<file path="config.mk">
export PLATFORM = sky130hd
export DESIGN_NAME = flip_patch_stream_flat
export DESIGN_NICKNAME = d
export VERILOG_FILES = /design/src/rtl/flip_patch_stream_if.sv /design/src/rtl/flip_patch_stream.sv /design/src/flat_wrapper.sv
export SDC_FILE = /design/constraint.sdc
export NUM_CORES = 1
export LEC_CHECK = 0
export BUFFER_PORTS_ARGS = -buffer_cell sky130_fd_sc_hd__buf_2
export CAP_MARGIN = 20
export CORE_MARGIN = 4
export CORE_UTILIZATION = 50
export CTS_CLUSTER_SIZE = 24
export DETAILED_ROUTE_END_ITERATION = 10
export HOLD_SLACK_MARGIN = 0.02
export PLACE_DENSITY_LB_ADDON = 0.05
export SYNTH_ARGS = -nofsm -noshare
export SYNTH_HDL_FRONTEND = slang
export SYNTH_SLANG_ARGS = --single-unit
</file>
<file path="constraint.sdc">
create_clock -name clk -period 7.6 [get_ports clk]
set_input_delay 0.38 -clock clk [delete_from_list [all_inputs] [get_ports clk]]
set_output_delay 0.38 -clock clk [all_outputs]
set_load 0.1 [all_outputs]
</file>
<file path="src/rtl/flip_patch_stream_if.sv">
// flip_patch_stream_if: input/output beat handshakes and per-beat results of flip_patch_stream.
interface flip_patch_stream_if #(
    parameter int DATA_W = 16,
    parameter int M = 4,
    parameter int ADDR_W = 6
);
    logic in_valid;
    logic in_ready;
    logic [M-1:0][DATA_W-1:0] activation_org;
    logic [M-1:0][DATA_W-1:0] activation_cache;
    logic out_valid;
    logic out_ready;
    logic [M-1:0][DATA_W-1:0] activation_final;
    logic [M-1:0] f_m;
    logic [M-1:0] p_m;
    logic [ADDR_W-1:0] base_addr;
    logic frame_done;
    modport master (
        output in_valid, activation_org, activation_cache, out_ready,
        input in_ready, out_valid, activation_final, f_m, p_m, base_addr, frame_done
    );
    modport slave (
        input in_valid, activation_org, activation_cache, out_ready,
        output in_ready, out_valid, activation_final, f_m, p_m, base_addr, frame_done
    );
endinterface

</file>
<file path="src/rtl/flip_patch_stream.sv">
// flip_patch_stream: per-word fault map applying flip/patch correction to M lanes per streamed beat.
module flip_patch_stream #(
    parameter int N_WORDS = 64,
    parameter int DATA_W = 16,
    parameter int M = 4,
    parameter logic [DATA_W-1:0] FLIP_MASK = '1,
    parameter int CNT_W = 32,
    parameter int ADDR_W = $clog2(N_WORDS)
) (
    input  logic clk,
    input  logic reset,
    input  logic map_we_i,
    input  logic [ADDR_W-1:0] map_addr_i,
    input  logic map_f_i,
    input  logic map_p_i,
    input  logic [1:0] mode_i,
    input  logic clear_addr_i,
    flip_patch_stream_if.slave s,
    output logic [CNT_W-1:0] count_f_o,
    output logic [CNT_W-1:0] count_p_o
);
    localparam int PC_W = $clog2(M + 1);
    logic [N_WORDS-1:0] map_f_q, map_p_q;
    logic [ADDR_W-1:0] addr_q, addr_d;
    logic [ADDR_W:0] addr_next;
    logic accept, last_grp;
    logic [M-1:0] ef, ep;
    logic [M-1:0][DATA_W-1:0] fin_d, fin_q;
    logic [M-1:0] f_q, p_q;
    logic [ADDR_W-1:0] base_q;
    logic frame_q, out_valid_q;
    logic [PC_W-1:0] nf, np;
    logic [CNT_W:0] sum_f, sum_p;
    logic [CNT_W-1:0] cnt_f_q, cnt_p_q, cnt_f_d, cnt_p_d;
    assign s.in_ready = !out_valid_q || s.out_ready;
    assign accept = s.in_valid && s.in_ready;
    assign addr_next = {1'b0, addr_q} + (ADDR_W+1)'(M);
    assign last_grp = addr_next == (ADDR_W+1)'(N_WORDS);
    // clear wins over the advance; the beat accepted alongside it still used addr_q
    assign addr_d = clear_addr_i ? '0 : !accept ? addr_q : last_grp ? '0 : addr_next[ADDR_W-1:0];
    always_comb begin
        ef = '0;
        ep = '0;
        fin_d = '0;
        nf = '0;
        np = '0;
        for (int i = 0; i < M; i++) begin
            ef[i] = map_f_q[addr_q + ADDR_W'(i)] & mode_i[0];
            ep[i] = map_p_q[addr_q + ADDR_W'(i)] & mode_i[1];
            fin_d[i] = ep[i] ? s.activation_cache[i] : ef[i] ? s.activation_org[i] ^ FLIP_MASK : s.activation_org[i];
            nf = nf + PC_W'(ef[i] & ~ep[i]);
            np = np + PC_W'(ep[i]);
        end
    end
    assign sum_f = {1'b0, cnt_f_q} + (CNT_W+1)'(nf);
    assign sum_p = {1'b0, cnt_p_q} + (CNT_W+1)'(np);
    assign cnt_f_d = sum_f[CNT_W] ? '1 : sum_f[CNT_W-1:0];
    assign cnt_p_d = sum_p[CNT_W] ? '1 : sum_p[CNT_W-1:0];
    // the map is read combinationally from the registered copy, so a same-cycle write is seen one beat later
    always_ff @(posedge clk or posedge reset) begin
        if (reset) begin
            map_f_q <= '0;
            map_p_q <= '0;
            addr_q <= '0;
        end else begin
            if (map_we_i && ({1'b0, map_addr_i} < (ADDR_W+1)'(N_WORDS))) begin
                map_f_q[map_addr_i] <= map_f_i;
                map_p_q[map_addr_i] <= map_p_i;
            end
            addr_q <= addr_d;
        end
    end
    always_ff @(posedge clk or posedge reset) begin
        if (reset) begin
            out_valid_q <= 1'b0;
            fin_q <= '0;
            f_q <= '0;
            p_q <= '0;
            base_q <= '0;
            frame_q <= 1'b0;
            cnt_f_q <= '0;
            cnt_p_q <= '0;
        end else begin
            if (s.in_ready)
                out_valid_q <= accept;
            if (accept) begin
                fin_q <= fin_d;
                f_q <= ef;
                p_q <= ep;
                base_q <= addr_q;
                frame_q <= last_grp;
                cnt_f_q <= cnt_f_d;
                cnt_p_q <= cnt_p_d;
            end
        end
    end
    assign s.out_valid = out_valid_q;
    assign s.activation_final = fin_q;
    assign s.f_m = f_q;
    assign s.p_m = p_q;
    assign s.base_addr = base_q;
    assign s.frame_done = frame_q;
    assign count_f_o = cnt_f_q;
    assign count_p_o = cnt_p_q;
endmodule

</file>
<file path="src/flat_wrapper.sv">
// flat-port wrapper written by rule: the top's interface ports become plain ports
module flip_patch_stream_flat 
#(
    parameter int N_WORDS = 64,
    parameter int DATA_W = 16,
    parameter int M = 4,
    parameter logic [DATA_W-1:0] FLIP_MASK = '1,
    parameter int CNT_W = 32,
    parameter int ADDR_W = $clog2(N_WORDS)
)
  (clk, reset, map_we_i, map_addr_i, map_f_i, map_p_i, mode_i, clear_addr_i, count_f_o, count_p_o, s_in_valid, s_activation_org, s_activation_cache, s_out_ready, s_in_ready, s_out_valid, s_activation_final, s_f_m, s_p_m, s_base_addr, s_frame_done);
  flip_patch_stream_if #(.DATA_W(DATA_W), .M(M), .ADDR_W(ADDR_W)) s_i ();
  input  logic clk;
  input  logic reset;
  input  logic map_we_i;
  input  logic [ADDR_W-1:0] map_addr_i;
  input  logic map_f_i;
  input  logic map_p_i;
  input  logic [1:0] mode_i;
  input  logic clear_addr_i;
  output logic [CNT_W-1:0] count_f_o;
  output logic [CNT_W-1:0] count_p_o;
  input wire logic [$bits(s_i.in_valid)-1:0] s_in_valid;
  input wire logic [$bits(s_i.activation_org)-1:0] s_activation_org;
  input wire logic [$bits(s_i.activation_cache)-1:0] s_activation_cache;
  input wire logic [$bits(s_i.out_ready)-1:0] s_out_ready;
  output wire logic [$bits(s_i.in_ready)-1:0] s_in_ready;
  output wire logic [$bits(s_i.out_valid)-1:0] s_out_valid;
  output wire logic [$bits(s_i.activation_final)-1:0] s_activation_final;
  output wire logic [$bits(s_i.f_m)-1:0] s_f_m;
  output wire logic [$bits(s_i.p_m)-1:0] s_p_m;
  output wire logic [$bits(s_i.base_addr)-1:0] s_base_addr;
  output wire logic [$bits(s_i.frame_done)-1:0] s_frame_done;
  assign s_i.in_valid = s_in_valid;
  assign s_i.activation_org = s_activation_org;
  assign s_i.activation_cache = s_activation_cache;
  assign s_i.out_ready = s_out_ready;
  assign s_in_ready = s_i.in_ready;
  assign s_out_valid = s_i.out_valid;
  assign s_activation_final = s_i.activation_final;
  assign s_f_m = s_i.f_m;
  assign s_p_m = s_i.p_m;
  assign s_base_addr = s_i.base_addr;
  assign s_frame_done = s_i.frame_done;
  flip_patch_stream #(.N_WORDS(N_WORDS), .DATA_W(DATA_W), .M(M), .FLIP_MASK(FLIP_MASK), .CNT_W(CNT_W), .ADDR_W(ADDR_W)) u_core (.clk(clk), .reset(reset), .map_we_i(map_we_i), .map_addr_i(map_addr_i), .map_f_i(map_f_i), .map_p_i(map_p_i), .mode_i(mode_i), .clear_addr_i(clear_addr_i), .s(s_i), .count_f_o(count_f_o), .count_p_o(count_p_o));
endmodule
</file>
==> impl_metrics.toml <==
[run_status]
outcome = "completed"

[place]
dp.cells = 2026
placement.io_buffers = 286
place.gp.congestion = 0.838
dp_hpwl_um = 27100
dp_slack_ns = 2.01

[timing]
fmax_ghz = 0.178
fin_crit_sh = 0.740
hold_violations = 0
setup_ws_ns = 1.97
fin_setup_tns_ns = 0
clock_skew_ns = 0.00976
fin_crit_ns = 5.63
max_slew_margin = 0.335
slew_viol_final = 0
worst_pin_slew_ns = 0.990
setup_violations = 0
rsz0062_at_grt = "no"

[cells_and_area]
area_growth_syn_to_layout_pct = 18.7
final-instance-count-excl-fill = 2084
multiInputGateArea_mm2 = 0.00711
nets = 1837
final.fill_count = 2458
regArea_mm2 = 0.00686
drive_gt1_frac = 0.318

[cts]
cts.sinks = 274
post-cts-setup-buffer-count = 0
root_buffer = "clkbuf_16"
cts_resized = 0
path_clk_slew_ns = 0.06
clock_path_buffers = 3
cts_tree = "built"
postCtsHoldBufs = 1
numCtsBuffers = 31
htree_levels = 1
clk_latency_ns = 0.55

[floorplan]
chipHeight_um = 178
io_pins = 289
row_count = 62
die-area_mm2 = 0.0318
fp.dieW_um = 178
core_area_mm2 = 0.0286
start_util = 0.506

[power_and_ir_drop]
netSwitchingPower_w = 0.00169
powerDensity_mw_per_mm2 = 261
switching_share = 0.377
power_frac_seq = 0.391
p_leak_nw = 8.39
clkPwrFrac = 0.313
intPower_w = 0.00280
vdd_drop_max_mv = 0.181
p_comb_frac = 0.296

[drt]
ant_nets = 0
drt_pass1_iterations = 5
drc = 0
num_vias = 11800
drt_wl_total_um = 39400
drt-wirelength-per-cell_um = 18.9
drt_iter0_markers = 675
avgViaCountPerCell = 5.65

[yosys]
async_flop_share = 1.00
syn_area_mm2 = 0.0145
synth-edff-count = 0
ys_ff_latch = 274
avgSynthCellArea_um2 = 10.2
yosysWarnings = 0
synth_flop_cell = "dfrtp_1"
synthCells = 1423
ys_seq_area_frac = 0.473
synth.distinct_cells = 56

[setup_path]
crit_fanout = 33
critPathArrivalTime_ns = 6.12
rr_startpoint = "u_core.addr_q[3]$_DFFE_PP0P_"
setup.worst_path.start = "u_core.addr_q[3]$_DFFE_PP0P_"
required_ns = 8.09
end_kind = "register"
critPathKind = "register to register"
crit_path_start_kind = "register"

[worst_hold_path]
hold_class = "input pin to asynchronous set/reset pin"

[global_route]
track_usage = 0.240
antenna_found_initial = 3
grt-ovfl-total = 0
grt_pass1_wl_um = 62200
grt_pass1_vias = 11400
grt_max_degree = 151

[job]
cap_violations = 0
## critical path, stage by stage, from the launching register on
cell,delay (ns)
dfrtp_2,0.92
buf_4,0.36
mux2i_1,0.10
a22oi_1,0.14
nand4_1,0.14
and2_1,0.27
inv_1,0.06
buf_4,0.31
ha_1,0.30
inv_1,0.07
fa_1,0.40
inv_1,0.06
ha_1,0.15
inv_1,0.05
fa_1,0.37
nand2b_1,0.22
a2111oi_4,0.59
nand3_1,0.45
buf_4,0.35
nand2_1,0.08
mux2_2,0.14
## path summary, 6_finish.rpt
| check | depth (start not counted) | end | slack, ns |
|---|---|---|---|
| max | 20 | u_core.count_p_o[29]$_DFFE_PP0P_ | 1.97 |
| min | 3 | u_core.count_p_o[17]$_DFFE_PP0P_ | 0.03 |
| max reg2reg | 20 | u_core.count_p_o[29]$_DFFE_PP0P_ | 1.97 |
| min reg2reg | 2 | u_core.s.base_addr[5]$_DFFE_PP0P_ | 0.47 |
| max in group asynchronous | 4 | u_core.s.activation_final[34]$_DFFE_PP0P_ | 6.13 |
| min in group clk | 3 | u_core.s.activation_final[52]$_DFFE_PP0P_ | 0.08 |
## stage by stage
step / utilization / total power (W) / cell area (um2) / hold WS, ns
after floorplan: - / 0.00282 / 14500 / 0.443
after global placement: 0.566 / 0.00310 / 16200 / 0.457
after detailed placement: 0.566 / 0.00311 / 16200 / 0.459
after CTS: 0.600 / 0.00453 / 17200 / 0.0650
after global routing: 0.601 / 0.00469 / 17200 / 0.0829
final: 0.601 / 0.00449 / 17200 / 0.0255
## logic make-up (layout without fill, tap and decap cells)
family | count (synthesis) | after routing | share of synthesized area
adder cells (fa/ha/maj) | 16 | 16 | 0.0159
flip-flops | 274 | 274 | 0.473
other | 1 | 6 | 0.000259
AO/OA/AOI/OAI | 278 | 278 | 0.136
buffers and inverters | 122 | 394 | 0.0376
AND/OR/NAND/NOR | 498 | 498 | 0.162
multiplexers | 196 | 196 | 0.152
XOR/XNOR | 38 | 38 | 0.0230
## per-layer routing
| metal | up-vias | share of wire | wire [um] | GRT usage |
|---|---|---|---|---|
| met2 | 277 | 0.48 | 18800 | 0.395 |
| met3 | 72 | 0.047 | 1830 | 0.0280 |
| met1 | 5842 | 0.45 | 17600 | 0.342 |
| met5 | - | 0 | 0 | 0 |
| li1 | 5577 | - | - | - |
| met4 | 0 | 0.029 | 1160 | 0.0614 |
## cells in the final DEF, fill, tap and decap left out, drive strengths merged, types with 38 or more instances in the layout
cell and n:
nand4 38, mux2i 50, mux2 141, nand3 103, nand2 181, buf 314, clkbuf 44, dfrtp 274
a21o 66, a21oi 94, nor2 78
## cell usage after synthesis, types with 6 or more instances
master	n	share of area
nor2b_1	13	0.0056
xnor2_1	13	0.0079
inv_1	26	0.0067
nand2_1	180	0.047
nand2b_1	7	0.0030
o21ai_0	35	0.012
and2_1	6	0.0026
buf_4	9	0.0047
mux2i_1	50	0.035
nor2_1	78	0.020
or2_2	6	0.0026
buf_2	12	0.0041
dfrtp_1	274	0.47
mux2_2	139	0.11
xor2_1	25	0.015
a21oi_1	94	0.032
nor3_1	13	0.0045
and3_1	31	0.013
a21o_1	66	0.034
clkbuf_1	64	0.017
or3_1	7	0.0030
a22oi_1	15	0.0078
nand4_1	38	0.016
ha_1	12	0.010
o22a_1	32	0.019
a2bb2oi_2	15	0.016
nand3_1	103	0.036
## power by group through the flow
stage | registers [W] | logic, W | clock network [W]
after floorplan | 0.00235 | 0.000472 | 0
after global placement | 0.00178 | 0.00132 | 0
after detailed placement | 0.00178 | 0.00133 | 0
after CTS | 0.00176 | 0.00134 | 0.00144
after global routing | 0.00178 | 0.00141 | 0.00150
final | 0.00176 | 0.00133 | 0.00141
## layout make-up
| type | count | share of cell area |
|---|---|---|
| clock buffers | 44 | 0.0532 |
| well taps | 384 | 0.0279 |
| flip-flops and latches | 274 | 0.399 |
| inverters | 27 | 0.00611 |
| clock inverters | 8 | 0.00247 |
| diodes | 4 | 0.000582 |
| multi-input cells | 1028 | 0.413 |
| repair buffers | 315 | 0.0975 |
## flip-flops by register name (all words and copies together) (netlist names)
name                       cells
u_core.s.out_valid             1
u_core.map_p_q                64
u_core.s.f_m                   4
u_core.count_p_o              32
u_core.s.activation_final     64
u_core.map_f_q                64
u_core.s.p_m                   4
u_core.count_f_o              32
u_core.s.frame_done            1
u_core.addr_q                  4
u_core.s.base_addr             4
Power figures use the tool's default switching activity.
